[config.mk]
export PLATFORM = sky130hd
export DESIGN_NAME = id_ex_stage_flat
export DESIGN_NICKNAME = d
export VERILOG_FILES = /design/src/rtl/id_ex_stage_if.sv /design/src/rtl/id_ex_stage.sv /design/src/flat_wrapper.sv
export SDC_FILE = /design/constraint.sdc
export NUM_CORES = 1
export LEC_CHECK = 0
export BUFFER_PORTS_ARGS = -buffer_cell sky130_fd_sc_hd__buf_4
export CAP_MARGIN = 20
export CELL_PAD_IN_SITES_DETAIL_PLACEMENT = 0
export CELL_PAD_IN_SITES_GLOBAL_PLACEMENT = 2
export CORE_AREA = 2 2 296 298
export CTS_BUF_LIST = sky130_fd_sc_hd__clkbuf_4 sky130_fd_sc_hd__clkbuf_8
export CTS_CLUSTER_SIZE = 12
export DETAILED_ROUTE_END_ITERATION = 6
export DIE_AREA = 0 0 298 300
export PLACE_DENSITY = 0.52
export SETUP_SLACK_MARGIN = 0.1
export SYNTH_ARGS = -nofsm -noshare
export SYNTH_HDL_FRONTEND = slang
export SYNTH_SLANG_ARGS = --single-unit
[constraint.sdc]
create_clock -name clk -period 1.65 [get_ports clk]
set_input_delay 0.2475 -clock clk [delete_from_list [all_inputs] [get_ports clk]]
set_output_delay 0.2475 -clock clk [all_outputs]
set_load 0.03 [all_outputs]
[src/rtl/id_ex_stage_if.sv]
// id_ex_stage_if: D-side inputs, E-side registered outputs and the stall/hold/flush
// lines of the decode-to-execute stage.
// Ports: master = upstream/control driver (drives D signals, holdE, flushE);
//        slave  = the stage itself (drives E signals, stallF, stallD).
interface id_ex_stage_if #(
  parameter int DATA_WIDTH     = 32,
  parameter int LANES          = 4,
  parameter int REG_ADDR_WIDTH = 4
);
  localparam int VW = LANES * DATA_WIDTH;

  // decode side
  logic                      validD;
  logic                      useScalarAluD, isScalarOutputD, isScalarReg1D, isScalarReg2D;
  logic                      resultSelectorWBD, writeEnableScalarWBD, writeEnableVectorWBD;
  logic                      writeToMemoryEnableMD, useInmediateD, outFlagMD;
  logic [3:0]                aluControlD;
  logic [DATA_WIDTH-1:0]     srcA_D, srcB_D, immD;
  logic [VW-1:0]             vecA_D, vecB_D;
  logic [REG_ADDR_WIDTH-1:0] rs1D, rs2D, rdD;
  logic                      holdE, flushE;

  // execute side
  logic                      validE;
  logic                      useScalarAluE, isScalarOutputE, isScalarReg1E, isScalarReg2E;
  logic                      resultSelectorWBE, writeEnableScalarWBE, writeEnableVectorWBE;
  logic                      writeToMemoryEnableME, useInmediateE, outFlagME;
  logic [3:0]                aluControlE;
  logic [DATA_WIDTH-1:0]     srcA_E, srcB_E, immE;
  logic [VW-1:0]             vecA_E, vecB_E;
  logic [REG_ADDR_WIDTH-1:0] rs1E, rs2E, rdE;
  logic                      stallF, stallD;

  modport master (
    output validD, useScalarAluD, isScalarOutputD, isScalarReg1D, isScalarReg2D,
           resultSelectorWBD, writeEnableScalarWBD, writeEnableVectorWBD,
           writeToMemoryEnableMD, useInmediateD, outFlagMD, aluControlD,
           srcA_D, srcB_D, immD, vecA_D, vecB_D, rs1D, rs2D, rdD, holdE, flushE,
    input  validE, useScalarAluE, isScalarOutputE, isScalarReg1E, isScalarReg2E,
           resultSelectorWBE, writeEnableScalarWBE, writeEnableVectorWBE,
           writeToMemoryEnableME, useInmediateE, outFlagME, aluControlE,
           srcA_E, srcB_E, immE, vecA_E, vecB_E, rs1E, rs2E, rdE, stallF, stallD
  );

  modport slave (
    input  validD, useScalarAluD, isScalarOutputD, isScalarReg1D, isScalarReg2D,
           resultSelectorWBD, writeEnableScalarWBD, writeEnableVectorWBD,
           writeToMemoryEnableMD, useInmediateD, outFlagMD, aluControlD,
           srcA_D, srcB_D, immD, vecA_D, vecB_D, rs1D, rs2D, rdD, holdE, flushE,
    output validE, useScalarAluE, isScalarOutputE, isScalarReg1E, isScalarReg2E,
           resultSelectorWBE, writeEnableScalarWBE, writeEnableVectorWBE,
           writeToMemoryEnableME, useInmediateE, outFlagME, aluControlE,
           srcA_E, srcB_E, immE, vecA_E, vecB_E, rs1E, rs2E, rdE, stallF, stallD
  );
endinterface

[src/rtl/id_ex_stage.sv]
// id_ex_stage: registers the decoded control word, register read data, immediate and
// register indices from D into E (one cycle), inserting bubbles on flush and load-use.
// Ports: clk, reset (synchronous, active-low), bus (id_ex_stage_if.slave).
// Optional load-use detection is built when ID_EX_HAZARD_DETECT_EN is defined;
// otherwise stalls come only from holdE and LOAD_BUBBLES is ignored.
module id_ex_stage #(
  parameter int LOAD_BUBBLES = 1
) (
  input  logic         clk,
  input  logic         reset,
  id_ex_stage_if.slave bus
);

  if (LOAD_BUBBLES < 1 || LOAD_BUBBLES > 3) begin : g_bad_load_bubbles
    $error("id_ex_stage: LOAD_BUBBLES must be in 1..3");
  end

  logic take_bubble;  // E becomes a bubble on this edge
  logic take_d;       // E captures the D instruction on this edge

`ifdef ID_EX_HAZARD_DETECT_EN
  logic       hazD;
  logic [1:0] bcnt;   // bubbles still owed after the current one; nonzero = STALL

  // Only a vector load in E can hurt a vector read in D; scalar writers are
  // forwarded elsewhere, and rs2 is unused when the immediate replaces it.
  always_comb begin
    hazD = bus.validD & bus.validE & bus.resultSelectorWBE & bus.writeEnableVectorWBE &
           (((bus.rdE == bus.rs1D) & ~bus.isScalarReg1D) |
            ((bus.rdE == bus.rs2D) & ~bus.isScalarReg2D & ~bus.useInmediateD));
  end

  always_comb begin
    take_bubble = bus.flushE | (~bus.holdE & ((bcnt != 2'd0) | hazD));
    take_d      = ~bus.flushE & ~bus.holdE & (bcnt == 2'd0) & ~hazD;
    // hazD only matters in IDLE, and in STALL the bcnt term already stalls.
    bus.stallD  = ~bus.flushE & (bus.holdE | (bcnt != 2'd0) | hazD);
    bus.stallF  = bus.stallD;
  end

  always_ff @(posedge clk) begin
    if (!reset || bus.flushE) begin
      bcnt <= 2'd0;
    end else if (bus.holdE) begin
      bcnt <= bcnt;
    end else if (bcnt != 2'd0) begin
      bcnt <= bcnt - 2'd1;
    end else if (hazD) begin
      // The bubble inserted on this edge is the first of LOAD_BUBBLES.
      bcnt <= 2'(LOAD_BUBBLES - 1);
    end
  end
`else
  always_comb begin
    take_bubble = bus.flushE;
    take_d      = ~bus.flushE & ~bus.holdE;
    bus.stallD  = ~bus.flushE & bus.holdE;
    bus.stallF  = bus.stallD;
  end
`endif

  // E register; neither take_bubble nor take_d means hold.
  always_ff @(posedge clk) begin
    if (!reset || take_bubble) begin
      bus.validE                <= 1'b0;
      bus.useScalarAluE         <= 1'b0;
      bus.isScalarOutputE       <= 1'b0;
      bus.isScalarReg1E         <= 1'b0;
      bus.isScalarReg2E         <= 1'b0;
      bus.resultSelectorWBE     <= 1'b0;
      bus.writeEnableScalarWBE  <= 1'b0;
      bus.writeEnableVectorWBE  <= 1'b0;
      bus.writeToMemoryEnableME <= 1'b0;
      bus.useInmediateE         <= 1'b0;
      bus.outFlagME             <= 1'b0;
      bus.aluControlE           <= '0;
      bus.srcA_E                <= '0;
      bus.srcB_E                <= '0;
      bus.immE                  <= '0;
      bus.vecA_E                <= '0;
      bus.vecB_E                <= '0;
      bus.rs1E                  <= '0;
      bus.rs2E                  <= '0;
      bus.rdE                   <= '0;
    end else if (take_d) begin
      bus.validE                <= bus.validD;
      bus.useScalarAluE         <= bus.useScalarAluD;
      bus.isScalarOutputE       <= bus.isScalarOutputD;
      bus.isScalarReg1E         <= bus.isScalarReg1D;
      bus.isScalarReg2E         <= bus.isScalarReg2D;
      bus.resultSelectorWBE     <= bus.resultSelectorWBD;
      bus.writeEnableScalarWBE  <= bus.writeEnableScalarWBD;
      bus.writeEnableVectorWBE  <= bus.writeEnableVectorWBD;
      bus.writeToMemoryEnableME <= bus.writeToMemoryEnableMD;
      bus.useInmediateE         <= bus.useInmediateD;
      bus.outFlagME             <= bus.outFlagMD;
      bus.aluControlE           <= bus.aluControlD;
      bus.srcA_E                <= bus.srcA_D;
      bus.srcB_E                <= bus.srcB_D;
      bus.immE                  <= bus.immD;
      bus.vecA_E                <= bus.vecA_D;
      bus.vecB_E                <= bus.vecB_D;
      bus.rs1E                  <= bus.rs1D;
      bus.rs2E                  <= bus.rs2D;
      bus.rdE                   <= bus.rdD;
    end
  end

endmodule

[src/flat_wrapper.sv]
// flat-port wrapper written by rule: the top's interface ports become plain ports
module id_ex_stage_flat 
#(
  parameter int LOAD_BUBBLES = 1
)
  (clk, reset, bus_validD, bus_useScalarAluD, bus_isScalarOutputD, bus_isScalarReg1D, bus_isScalarReg2D, bus_resultSelectorWBD, bus_writeEnableScalarWBD, bus_writeEnableVectorWBD, bus_writeToMemoryEnableMD, bus_useInmediateD, bus_outFlagMD, bus_aluControlD, bus_srcA_D, bus_srcB_D, bus_immD, bus_vecA_D, bus_vecB_D, bus_rs1D, bus_rs2D, bus_rdD, bus_holdE, bus_flushE, bus_validE, bus_useScalarAluE, bus_isScalarOutputE, bus_isScalarReg1E, bus_isScalarReg2E, bus_resultSelectorWBE, bus_writeEnableScalarWBE, bus_writeEnableVectorWBE, bus_writeToMemoryEnableME, bus_useInmediateE, bus_outFlagME, bus_aluControlE, bus_srcA_E, bus_srcB_E, bus_immE, bus_vecA_E, bus_vecB_E, bus_rs1E, bus_rs2E, bus_rdE, bus_stallF, bus_stallD);
  id_ex_stage_if #(.DATA_WIDTH((32)), .LANES((4)), .REG_ADDR_WIDTH((4))) bus_i ();
  input  logic clk;
  input  logic reset;
  input wire logic [$bits(bus_i.validD)-1:0] bus_validD;
  input wire logic [$bits(bus_i.useScalarAluD)-1:0] bus_useScalarAluD;
  input wire logic [$bits(bus_i.isScalarOutputD)-1:0] bus_isScalarOutputD;
  input wire logic [$bits(bus_i.isScalarReg1D)-1:0] bus_isScalarReg1D;
  input wire logic [$bits(bus_i.isScalarReg2D)-1:0] bus_isScalarReg2D;
  input wire logic [$bits(bus_i.resultSelectorWBD)-1:0] bus_resultSelectorWBD;
  input wire logic [$bits(bus_i.writeEnableScalarWBD)-1:0] bus_writeEnableScalarWBD;
  input wire logic [$bits(bus_i.writeEnableVectorWBD)-1:0] bus_writeEnableVectorWBD;
  input wire logic [$bits(bus_i.writeToMemoryEnableMD)-1:0] bus_writeToMemoryEnableMD;
  input wire logic [$bits(bus_i.useInmediateD)-1:0] bus_useInmediateD;
  input wire logic [$bits(bus_i.outFlagMD)-1:0] bus_outFlagMD;
  input wire logic [$bits(bus_i.aluControlD)-1:0] bus_aluControlD;
  input wire logic [$bits(bus_i.srcA_D)-1:0] bus_srcA_D;
  input wire logic [$bits(bus_i.srcB_D)-1:0] bus_srcB_D;
  input wire logic [$bits(bus_i.immD)-1:0] bus_immD;
  input wire logic [$bits(bus_i.vecA_D)-1:0] bus_vecA_D;
  input wire logic [$bits(bus_i.vecB_D)-1:0] bus_vecB_D;
  input wire logic [$bits(bus_i.rs1D)-1:0] bus_rs1D;
  input wire logic [$bits(bus_i.rs2D)-1:0] bus_rs2D;
  input wire logic [$bits(bus_i.rdD)-1:0] bus_rdD;
  input wire logic [$bits(bus_i.holdE)-1:0] bus_holdE;
  input wire logic [$bits(bus_i.flushE)-1:0] bus_flushE;
  output wire logic [$bits(bus_i.validE)-1:0] bus_validE;
  output wire logic [$bits(bus_i.useScalarAluE)-1:0] bus_useScalarAluE;
  output wire logic [$bits(bus_i.isScalarOutputE)-1:0] bus_isScalarOutputE;
  output wire logic [$bits(bus_i.isScalarReg1E)-1:0] bus_isScalarReg1E;
  output wire logic [$bits(bus_i.isScalarReg2E)-1:0] bus_isScalarReg2E;
  output wire logic [$bits(bus_i.resultSelectorWBE)-1:0] bus_resultSelectorWBE;
  output wire logic [$bits(bus_i.writeEnableScalarWBE)-1:0] bus_writeEnableScalarWBE;
  output wire logic [$bits(bus_i.writeEnableVectorWBE)-1:0] bus_writeEnableVectorWBE;
  output wire logic [$bits(bus_i.writeToMemoryEnableME)-1:0] bus_writeToMemoryEnableME;
  output wire logic [$bits(bus_i.useInmediateE)-1:0] bus_useInmediateE;
  output wire logic [$bits(bus_i.outFlagME)-1:0] bus_outFlagME;
  output wire logic [$bits(bus_i.aluControlE)-1:0] bus_aluControlE;
  output wire logic [$bits(bus_i.srcA_E)-1:0] bus_srcA_E;
  output wire logic [$bits(bus_i.srcB_E)-1:0] bus_srcB_E;
  output wire logic [$bits(bus_i.immE)-1:0] bus_immE;
  output wire logic [$bits(bus_i.vecA_E)-1:0] bus_vecA_E;
  output wire logic [$bits(bus_i.vecB_E)-1:0] bus_vecB_E;
  output wire logic [$bits(bus_i.rs1E)-1:0] bus_rs1E;
  output wire logic [$bits(bus_i.rs2E)-1:0] bus_rs2E;
  output wire logic [$bits(bus_i.rdE)-1:0] bus_rdE;
  output wire logic [$bits(bus_i.stallF)-1:0] bus_stallF;
  output wire logic [$bits(bus_i.stallD)-1:0] bus_stallD;
  assign bus_i.validD = bus_validD;
  assign bus_i.useScalarAluD = bus_useScalarAluD;
  assign bus_i.isScalarOutputD = bus_isScalarOutputD;
  assign bus_i.isScalarReg1D = bus_isScalarReg1D;
  assign bus_i.isScalarReg2D = bus_isScalarReg2D;
  assign bus_i.resultSelectorWBD = bus_resultSelectorWBD;
  assign bus_i.writeEnableScalarWBD = bus_writeEnableScalarWBD;
  assign bus_i.writeEnableVectorWBD = bus_writeEnableVectorWBD;
  assign bus_i.writeToMemoryEnableMD = bus_writeToMemoryEnableMD;
  assign bus_i.useInmediateD = bus_useInmediateD;
  assign bus_i.outFlagMD = bus_outFlagMD;
  assign bus_i.aluControlD = bus_aluControlD;
  assign bus_i.srcA_D = bus_srcA_D;
  assign bus_i.srcB_D = bus_srcB_D;
  assign bus_i.immD = bus_immD;
  assign bus_i.vecA_D = bus_vecA_D;
  assign bus_i.vecB_D = bus_vecB_D;
  assign bus_i.rs1D = bus_rs1D;
  assign bus_i.rs2D = bus_rs2D;
  assign bus_i.rdD = bus_rdD;
  assign bus_i.holdE = bus_holdE;
  assign bus_i.flushE = bus_flushE;
  assign bus_validE = bus_i.validE;
  assign bus_useScalarAluE = bus_i.useScalarAluE;
  assign bus_isScalarOutputE = bus_i.isScalarOutputE;
  assign bus_isScalarReg1E = bus_i.isScalarReg1E;
  assign bus_isScalarReg2E = bus_i.isScalarReg2E;
  assign bus_resultSelectorWBE = bus_i.resultSelectorWBE;
  assign bus_writeEnableScalarWBE = bus_i.writeEnableScalarWBE;
  assign bus_writeEnableVectorWBE = bus_i.writeEnableVectorWBE;
  assign bus_writeToMemoryEnableME = bus_i.writeToMemoryEnableME;
  assign bus_useInmediateE = bus_i.useInmediateE;
  assign bus_outFlagME = bus_i.outFlagME;
  assign bus_aluControlE = bus_i.aluControlE;
  assign bus_srcA_E = bus_i.srcA_E;
  assign bus_srcB_E = bus_i.srcB_E;
  assign bus_immE = bus_i.immE;
  assign bus_vecA_E = bus_i.vecA_E;
  assign bus_vecB_E = bus_i.vecB_E;
  assign bus_rs1E = bus_i.rs1E;
  assign bus_rs2E = bus_i.rs2E;
  assign bus_rdE = bus_i.rdE;
  assign bus_stallF = bus_i.stallF;
  assign bus_stallD = bus_i.stallD;
  id_ex_stage #(.LOAD_BUBBLES(LOAD_BUBBLES)) u_core (.clk(clk), .reset(reset), .bus(bus_i));
endmodule
==> flow_summary.ini, run 1 <==
[clock_tree]
cts_buffers = 76
cts.sinks = 379
htreeDepth = 3
clk_pin_slew_ns = 0.06
cts.path.max_buffers = 3
cts_root_buf = clkbuf_8
clk_latency_ns = 0.66
cts_setup_buffers = 0
cts_tree = yes

[logic_synthesis]
synth_warnings = 0
syn_area_per_cell_um2 = 10.9
synth_seq_cells = 379
yosysUniqueCellTypes = 8
ys_seq_area_frac = 0.571
syn-num-nets = 1607
synthesis.area_um2 = 13300
synth_cells = 1224

[power_and_ir_drop]
total_power_mw = 23.3
p_per_area_nw_per_um2 = 897
max-vdd-ir-drop_v = 0.000599
p_leak_nw = 12.5

[cells_and_area]
finalNonFillerCells = 3612
n_fill_cell = 9178
area.growth.synth_to_final_pct = 95.8
nNetsFinal = 2797
drive_gt1_frac = 0.380

[min_path]
hp-class = primary input to flop

[critical_path]
worstPathMaxFanout = 2
critical_path_class = flop to output port
crit_path_end_kind = output port
cp.required_ns = 1.40
cp.arrival_ns = 1.21
slowest_stage = dfxtp_1
path_buf_inv = 1
crit_family = flip-flops
critPathMaxStageDelay_ns = 0.39
path_cells = buf_6
cp-start-kind = flop

[drt]
drcViolationCount = 0
first_pass_iters = 4
detail_route.wirelength_um = 60500
drtAntennaViolNets = 0
drt-initial-drc-count = 353
wl_met3_um = 4360
post_drt_wl_per_cell_um = 16.7
via_per_inst = 3.62
wl_met2_um = 33000
routed.top_layer = met5
num_vias = 13100
wl_met1_um = 21500

[global_routing]
grtUsageTotal = 0.129
antenna_found_initial = 3
grt_start_max_net_pins = 50
grt.overflow.total = 0
first_global_vias = 14200
grt_pass1_wl_um = 88100

[sta]
rsz0062_at_grt = false
fin_ws_ns = 0.192
fin_crit_ns = 1.46
tightest_slew_ns = 0.410
final-hold-violation-count = 0
fin_skew_ns = 0
setup_viol = 0
max_freq_mhz = 686
slew_viol_final = 0
slew_headroom = 0.727
setup-tns-final_ns = 0
finalCritPeriodShare = 0.884

[flow_run]
max_cap_viol_count = 0

[floorplan]
core-area_um2 = 86200
start_util = 0.154
die_y_um = 300
io_pins = 764
placement_rows = 108
die_area_um2 = 89400
die_w_um = 298

[place]
post-dp-hpwl_um = 46200
gp_congestion = 0.810
dp_cells = 3099
io_buffer_count = 763
place_worst_setup_slack_ns = 0.343

[run_status]
status = finished clean
Yosys cell counts, drive strengths merged:
cell type  instances  area [µm²]
dfxtp            379        7590
mux2i            379        3790
nor2             379        1420
buf               75         433
clkbuf            10        37.5
nand2b             1        6.26
nor2b              1        6.26
cells in the final DEF, fill, tap and decap left out:
cell           netlist  routed
dfxtp_2              0       6
mux2i_1            379     379
buf_4               23     776
dlygate4sd3_1        0     392
diode_2              0       2
inv_8                0       1
clkinv_2             0       1
clkinvlp_4           0       1
buf_8                0       1
dfxtp_1            379     373
nand2b_4             0       1
inv_6                0       3
buf_6                0       9
nor2_1             379     379
clkbuf_8             0      92
nor2b_4              0       1
buf_12               0      19
clkbuf_4             0      20
clkinv_8             0       1
timing repair:
action / 4_1_cts / 5_1_grt
resized for setup: 12 / 3
cloned: 0 / 0
setup endpoints to repair: 11 / 3
hold buffers: 392 / 0
hold endpoints to repair: 379 / 0
path summary, 6_finish.rpt:
kind              slack, ns                      to                    from  cells past startpoint
setup reg to reg       0.49    u_core.bus.vecB_E[8]    u_core.bus.vecB_E[8]                      3
hold reg to reg        0.49  u_core.bus.vecB_E[127]  u_core.bus.vecB_E[127]                      2
setup / recovery       0.19         bus_vecB_E[115]  u_core.bus.vecB_E[115]                      1
hold / removal         0.08    u_core.bus.vecB_E[3]                   reset                      4
state kept, by name, indices dropped and copies added, names as in the netlist:
name and count:
u_core.bus.writeToMemoryEnableME 1, u_core.bus.outFlagME 1, u_core.bus.srcA_E 32, u_core.bus.aluControlE 4, u_core.bus.writeEnableVectorWBE 1, u_core.bus.srcB_E 32
u_core.bus.vecA_E 128, u_core.bus.rs1E 4, u_core.bus.immE 32, u_core.bus.vecB_E 128, u_core.bus.isScalarOutputE 1, u_core.bus.writeEnableScalarWBE 1
u_core.bus.validE 1, u_core.bus.useInmediateE 1, u_core.bus.useScalarAluE 1, u_core.bus.resultSelectorWBE 1, u_core.bus.isScalarReg2E 1, u_core.bus.isScalarReg1E 1
u_core.bus.rs2E 4, u_core.bus.rdE 4
through the flow:
stage	utilization	hold WS (ns)	instance area, µm²
2_1_floorplan	-	0.391	13300
3_5_place_dp	0.239	0.483	20600
6_report	0.302	0.0809	26000
3_3_place_gp	0.239	0.474	20600
4_1_cts	0.302	0.000992	26000
5_1_grt	0.302	0.0312	26000
routing by layer:
metal,up-vias,global-route usage
li1,6434,-
met1,6119,0.127
met2,414,0.251
met3,106,0.0441
met4,2,0.0444
met5,-,0
layout make-up:
cell class,count,area [µm²],share of cell area
clock buffers,112,1420,0.0544
multi-input cells,760,5240,0.202
well taps,1155,1450,0.0555
diodes,2,5.00,0.000192
repair buffers,1197,10200,0.394
clock inverters,7,66.3,0.00255
flip-flops and latches,379,7590,0.292
logic make-up (layout without fill, tap and decap cells):
logic type,Yosys count,in the layout,share of synthesized area
buffers and inverters,85,1316,0.0354
flip-flops,379,379,0.571
multiplexers,379,379,0.286
other,0,2,0
AND/OR/NAND/NOR,381,381,0.108
where the power goes:
| group | total, mW | leakage, nW | switching, mW | internal (mW) |
|---|---|---|---|---|
| Combinational | 3.94 | 8.59 | 1.82 | 2.12 |
| Sequential | 9.64 | 3.09 | 0.168 | 9.47 |
| Clock | 9.77 | 0.784 | 4.33 | 5.45 |
| Total | 23.3 | 12.5 | 6.31 | 17.0 |
No activity file was read; power rests on OpenSTA's default activity.
==> run 2: changes to the inputs <==
--- a/config.mk
+++ b/config.mk
@@ -9,12 +9,12 @@
 export CAP_MARGIN = 20
 export CELL_PAD_IN_SITES_DETAIL_PLACEMENT = 0
 export CELL_PAD_IN_SITES_GLOBAL_PLACEMENT = 2
-export CORE_AREA = 2 2 296 298
+export CORE_AREA = 2 2 298 300
 export CTS_BUF_LIST = sky130_fd_sc_hd__clkbuf_4 sky130_fd_sc_hd__clkbuf_8
 export CTS_CLUSTER_SIZE = 12
 export DETAILED_ROUTE_END_ITERATION = 6
-export DIE_AREA = 0 0 298 300
-export PLACE_DENSITY = 0.52
+export DIE_AREA = 0 0 300 302
+export PLACE_DENSITY = 0.51
 export SETUP_SLACK_MARGIN = 0.1
 export SYNTH_ARGS = -nofsm -noshare
 export SYNTH_HDL_FRONTEND = slang
==> constraint.sdc (replaced) <==
create_clock -name clk -period 1.5 [get_ports clk]
set_input_delay 0.225 -clock clk [delete_from_list [all_inputs] [get_ports clk]]
set_output_delay 0.225 -clock clk [all_outputs]
set_load 0.03 [all_outputs]
==> run 2 against run 1 <==
Compared with the run above: critical endpoint is now bus_vecB_E[39]; largest cell class unchanged; critical path type unchanged; sequential power increased by 11%; wire length increased by 2.2%; core utilization increased by 2.0 points.
==> flow_summary.ini, run 2 (synthesized netlist as in run 1, its figures left out) <==
[global_routing]
grt_start_max_net_pins = 54
grt.overflow.total = 0
grtUsageTotal = 0.131
antenna_found_initial = 4
first_global_vias = 14700
grt_pass1_wl_um = 90200

[critical_path]
crit_family = flip-flops
critical_path.endpoint = bus_vecB_E[39]
cp.arrival_ns = 1.16
path_cells = buf_8
critPathMaxStageDelay_ns = 0.36
critical_path_class = flop to output port
rr_worst_depth = 4
regToRegSetupSlack_ns = 0.17
reg2reg_to = u_core.bus.vecB_E[39]
crit_path_end_kind = output port
cp-start-kind = flop
worstPathMaxFanout = 2
cp.depth = 1
crit_start = u_core.bus.vecB_E[39]
path_buf_inv = 1
slowest_stage = dfxtp_4
cp.required_ns = 1.27
r2r_start = u_core.bus.vecB_E[39]

[clock_tree]
cts_tree = yes
clk_pin_slew_ns = 0.05
htreeDepth = 3
cts_root_buf = clkbuf_8
clk_latency_ns = 0.66
cts_buffers = 78
cts.path.max_buffers = 3
cts.sinks = 379

[place]
gp_congestion = 0.769
post-dp-hpwl_um = 46700
io_buffer_count = 763
dp_cells = 3116
place_worst_setup_slack_ns = 0.196

[sta]
fin_skew_ns = 0
tightest_slew_ns = 0.464
whs_ns = 0.0948
finalCritPeriodShare = 0.923
max_freq_mhz = 722
final-hold-violation-count = 0
fin_crit_ns = 1.38
setup_viol = 0
setup-tns-final_ns = 0
fin_ws_ns = 0.116
rsz0062_at_grt = true
slew_viol_final = 0
slew_headroom = 0.691

[floorplan]
die_w_um = 300
placement_rows = 109
die_area_um2 = 90600
die_y_um = 302
start_util = 0.152
core-area_um2 = 87600
io_pins = 764

[drt]
drcViolationCount = 0
num_vias = 13300
detail_route.wirelength_um = 61800
drt-initial-drc-count = 374
via_per_inst = 3.64
drtAntennaViolNets = 0
post_drt_wl_per_cell_um = 16.9
first_pass_iters = 6

[cells_and_area]
finalNonFillerCells = 3662
top_regs = u_core.bus.vecA_E (128), u_core.bus.vecB_E (128)
area.growth.synth_to_final_pct = 112
layout_common_cells = buf_4 (444), dlygate4sd3_1 (384), mux2i_1 (379), nor2_1 (379)
n_fill_cell = 9198
nNetsFinal = 2835
final_common_cell = buf_4
drive_gt1_frac = 0.542

[power_and_ir_drop]
total_power_mw = 25.9
max-vdd-ir-drop_v = 0.000516
p_per_area_nw_per_um2 = 918
p_leak_nw = 13.1

[run_status]
status = finished clean

[flow_run]
max_cap_viol_count = 0

[min_path]
hp-class = primary input to flop
-- run 2: layer usage --
metal,share of wire,GRT usage
met2,0.53,0.247
met1,0.35,0.128
met3,0.077,0.0468
met4,0.038,0.0565
met5,0.00026,0
-- run 2: worst min-delay path by stage --
stage | startpoint | end | depth (start not counted)
2_1_floorplan | bus_aluControlD[0] | u_core.bus.aluControlE[0] | 2
3_3_place_gp | bus_vecA_D[96] | u_core.bus.vecA_E[96] | 3
3_5_place_dp | bus_vecA_D[21] | u_core.bus.vecA_E[21] | 3
4_1_cts | reset | u_core.bus.isScalarReg1E | 4
5_1_grt | reset | u_core.bus.immE[3] | 4
6_report | reset | u_core.bus.immE[10] | 4
-- run 2: area by class of cell --
class | instances | area [µm²] | area share
Clock inverter | 11 | 78.8 | 0.00279
Sequential cell | 379 | 8070 | 0.286
Antenna cell | 3 | 7.51 | 0.000266
Clock buffer | 111 | 1370 | 0.0484
Tap cell | 1165 | 1460 | 0.0517
Timing Repair Buffer | 1233 | 12000 | 0.425
Multi-Input combinational cell | 760 | 5240 | 0.186
-- run 2: what timing repair did --
| item | in CTS | in global routing |
|---|---|---|
| hold buffers | 384 | 0 |
| buffers inserted | 20 | 17 |
| hold endpoints to repair | 379 | 0 |
| resized for setup | 766 | 2 |
| endpoints found under the setup margin | 379 | 378 |
| cloned | 0 | 0 |
-- run 2: power by group --
part           switching [mW]  total, mW  internal (mW)
Sequential              0.244       10.7           10.5
Combinational            2.03       4.62           2.59
Clock                    4.75       10.5           5.80
-- run 2: per-stage QoR --
step,cell area (µm²),utilization
global placement,20700,0.236
floorplan,13300,-
CTS,28100,0.321
finish,28200,0.322
global route,28200,0.322
detailed placement,20700,0.236
==> run 3: changes to the inputs <==
--- a/config.mk
+++ b/config.mk
@@ -15,6 +15,7 @@
 export DETAILED_ROUTE_END_ITERATION = 6
 export DIE_AREA = 0 0 300 302
 export PLACE_DENSITY = 0.51
+export RECOVER_POWER = 100
 export SETUP_SLACK_MARGIN = 0.1
 export SYNTH_ARGS = -nofsm -noshare
 export SYNTH_HDL_FRONTEND = slang
==> run 3 against run 2 <==
Compared with the run above: via count fell by 0.23%; sequential cell count unchanged; critical endpoint is now bus_vecA_E[65]; wire length about the same; power down 1.1%; cell area down 5.7%; clock skew unchanged; register-to-register slack hardly changed; setup slack lost 0.016 ns; highest routed layer unchanged.
==> flow_summary.ini, run 3 (synthesized netlist as in run 1, its figures left out) <==
[sta]
fin_crit_ns = 1.40
slew_viol_final = 0
fin_skew_ns = 0
rsz0062_at_grt = true
slew_headroom = 0.688
setup_viol = 0
tightest_slew_ns = 0.469
final-hold-violation-count = 0
max_freq_mhz = 714
finalCritPeriodShare = 0.933

[clock_tree]
clk_pin_slew_ns = 0.05
clk_latency_ns = 0.66
cts.sinks = 379
cts_root_buf = clkbuf_8
htreeDepth = 3
cts_buffers = 78
cts.path.max_buffers = 3
cts_tree = yes

[min_path]
hold_end = u_core.bus.immE[10]
hold_path_depth = 4
hp-class = primary input to flop
min_from = reset

[cells_and_area]
final_cell_area_um2 = 26600
nNetsFinal = 2835
n_fill_cell = 9528
area.growth.synth_to_final_pct = 100
final_common_cell = buf_4
drive_gt1_frac = 0.414
layout_common_cells = buf_4 (711), dlygate4sd3_1 (384), mux2i_1 (379), nor2_1 (379), dfxtp_1 (319)
top_regs = u_core.bus.vecA_E (128), u_core.bus.vecB_E (128)
utilization = 0.304

[critical_path]
crit_path_end_kind = output port
worstPathMaxFanout = 2
rr_worst_depth = 4
path_cells = buf_4
crit_family = flip-flops
regToRegSetupSlack_ns = 0.18
cp.required_ns = 1.27
critPathMaxStageDelay_ns = 0.34
r2r_start = u_core.bus.vecB_E[39]
reg2reg_to = u_core.bus.vecB_E[39]
slowest_stage = dfxtp_1
path_buf_inv = 1
cp.arrival_ns = 1.18
critical_path_class = flop to output port
cp-start-kind = flop

[place]
placed_cell_area_um2 = 20700
io_buffer_count = 763
post-dp-hpwl_um = 46700
gp_congestion = 0.769

[power_and_ir_drop]
swShare = 0.272
pwr-share-comb = 0.173
clock_power_share = 0.412
internal_power_mw = 18.6
max-vdd-ir-drop_v = 0.000503
p_leak_nw = 12.7
p_seq_frac = 0.415
p_per_area_nw_per_um2 = 962
power.switching_mw = 6.96

[global_routing]
first_global_vias = 14700
antenna_found_initial = 4
grt_start_max_net_pins = 54
grtUsageTotal = 0.131
grt_pass1_wl_um = 90200
grt.overflow.total = 0

[floorplan]
start_util = 0.152
die_area_um2 = 90600
placement_rows = 109
die_y_um = 302
io_pins = 764
die_w_um = 300
core-area_um2 = 87600

[drt]
drtAntennaViolNets = 0
drcViolationCount = 0
detail_route.wirelength_um = 61700
drt-initial-drc-count = 349
num_vias = 13300
first_pass_iters = 4
post_drt_wl_per_cell_um = 16.9
via_per_inst = 3.63

[flow_run]
max_cap_viol_count = 0

[run_status]
status = finished clean
[run 3: cell count changes in the layout (fill, tap and decap cells not counted), moves of 4 or more]
cell	previous run	this run
buf_2	0	12
buf_4	444	711
buf_6	374	76
buf_8	6	2
clkbuf_4	26	49
dfxtp_1	0	319
dfxtp_2	374	55
[run 3: worst reg2reg max path: stages, from the launching register on]
cell and delay (ns):
dfxtp_4 0.34, buf_4 0.13, mux2i_1 0.14, nor2_1 0.05, dlygate4sd3_1 0.54
[run 3: power by group through the flow]
stage | Clock (mW) | Combinational [mW] | Sequential (mW)
2_1_floorplan | 0 | 1.10 | 11.4
3_3_place_gp | 0 | 3.53 | 10.8
3_5_place_dp | 0 | 3.54 | 10.8
4_1_cts | 11.1 | 4.68 | 10.7
5_1_grt | 11.6 | 4.74 | 10.6
6_report | 10.5 | 4.44 | 10.6
[run 3: repair_timing]
action                                  CTS  global route
hold buffers                            384             0
endpoints found under the setup margin  379           378
setup buffers                            20            17
endpoints found under the hold margin   379             0
gates resized for setup                 766             2
[run 3: how the worst max path moves through the flow]
| stage | start | to | slack (ns) | cells past startpoint |
|---|---|---|---|---|
| after global routing | u_core.bus.aluControlE[0] | bus_aluControlE[0] | 0.009 | 1 |
| after global placement | bus_holdE | u_core.bus.vecB_E[112] | 0.20 | 5 |
| after floorplan | bus_holdE | bus_stallF | 0.11 | 5 |
| final | u_core.bus.vecA_E[65] | bus_vecA_E[65] | 0.1 | 1 |
| after CTS | u_core.bus.vecB_E[39] | bus_vecB_E[39] | -0.01 | 1 |
| after detailed placement | bus_holdE | u_core.bus.srcB_E[2] | 0.20 | 5 |
[run 3: layout make-up]
class	instances	area (µm²)	share of cell area
clock inverter	11	78.8	0.00296
antenna	3	7.51	0.000282
tap	1165	1460	0.0548
clock buffer	111	1370	0.0513
sequential	379	7670	0.288
multi-input combinational	760	5240	0.197
timing repair buffer	1233	10800	0.405
[run 3: routing by layer]
layer / part of all wire / up-vias / global-route usage / wire length [µm]
li1: - / 6504 / - / -
met1: 0.35 / 6191 / 0.128 / 21700
met2: 0.53 / 465 / 0.247 / 32800
met3: 0.077 / 128 / 0.0468 / 4780
met4: 0.040 / 2 / 0.0565 / 2440
met5: 0.00026 / - / 0 / 16
[run 3: stage by stage]
step | TNS, ns | setup WS (ns) | hold WS, ns | std cells | power, mW
after floorplan | 0 | 0.109 | 0.369 | 1224 | 12.5
after global placement | 0 | 0.203 | 0.452 | 3116 | 14.3
after detailed placement | 0 | 0.196 | 0.462 | 3116 | 14.3
after CTS | -0.0132 | -0.0132 | 0.00171 | 3642 | 26.5
after global routing | 0 | 0.00889 | 0.0426 | 3662 | 26.9
final | 0 | 0.0998 | 0.0940 | 3662 | 25.6
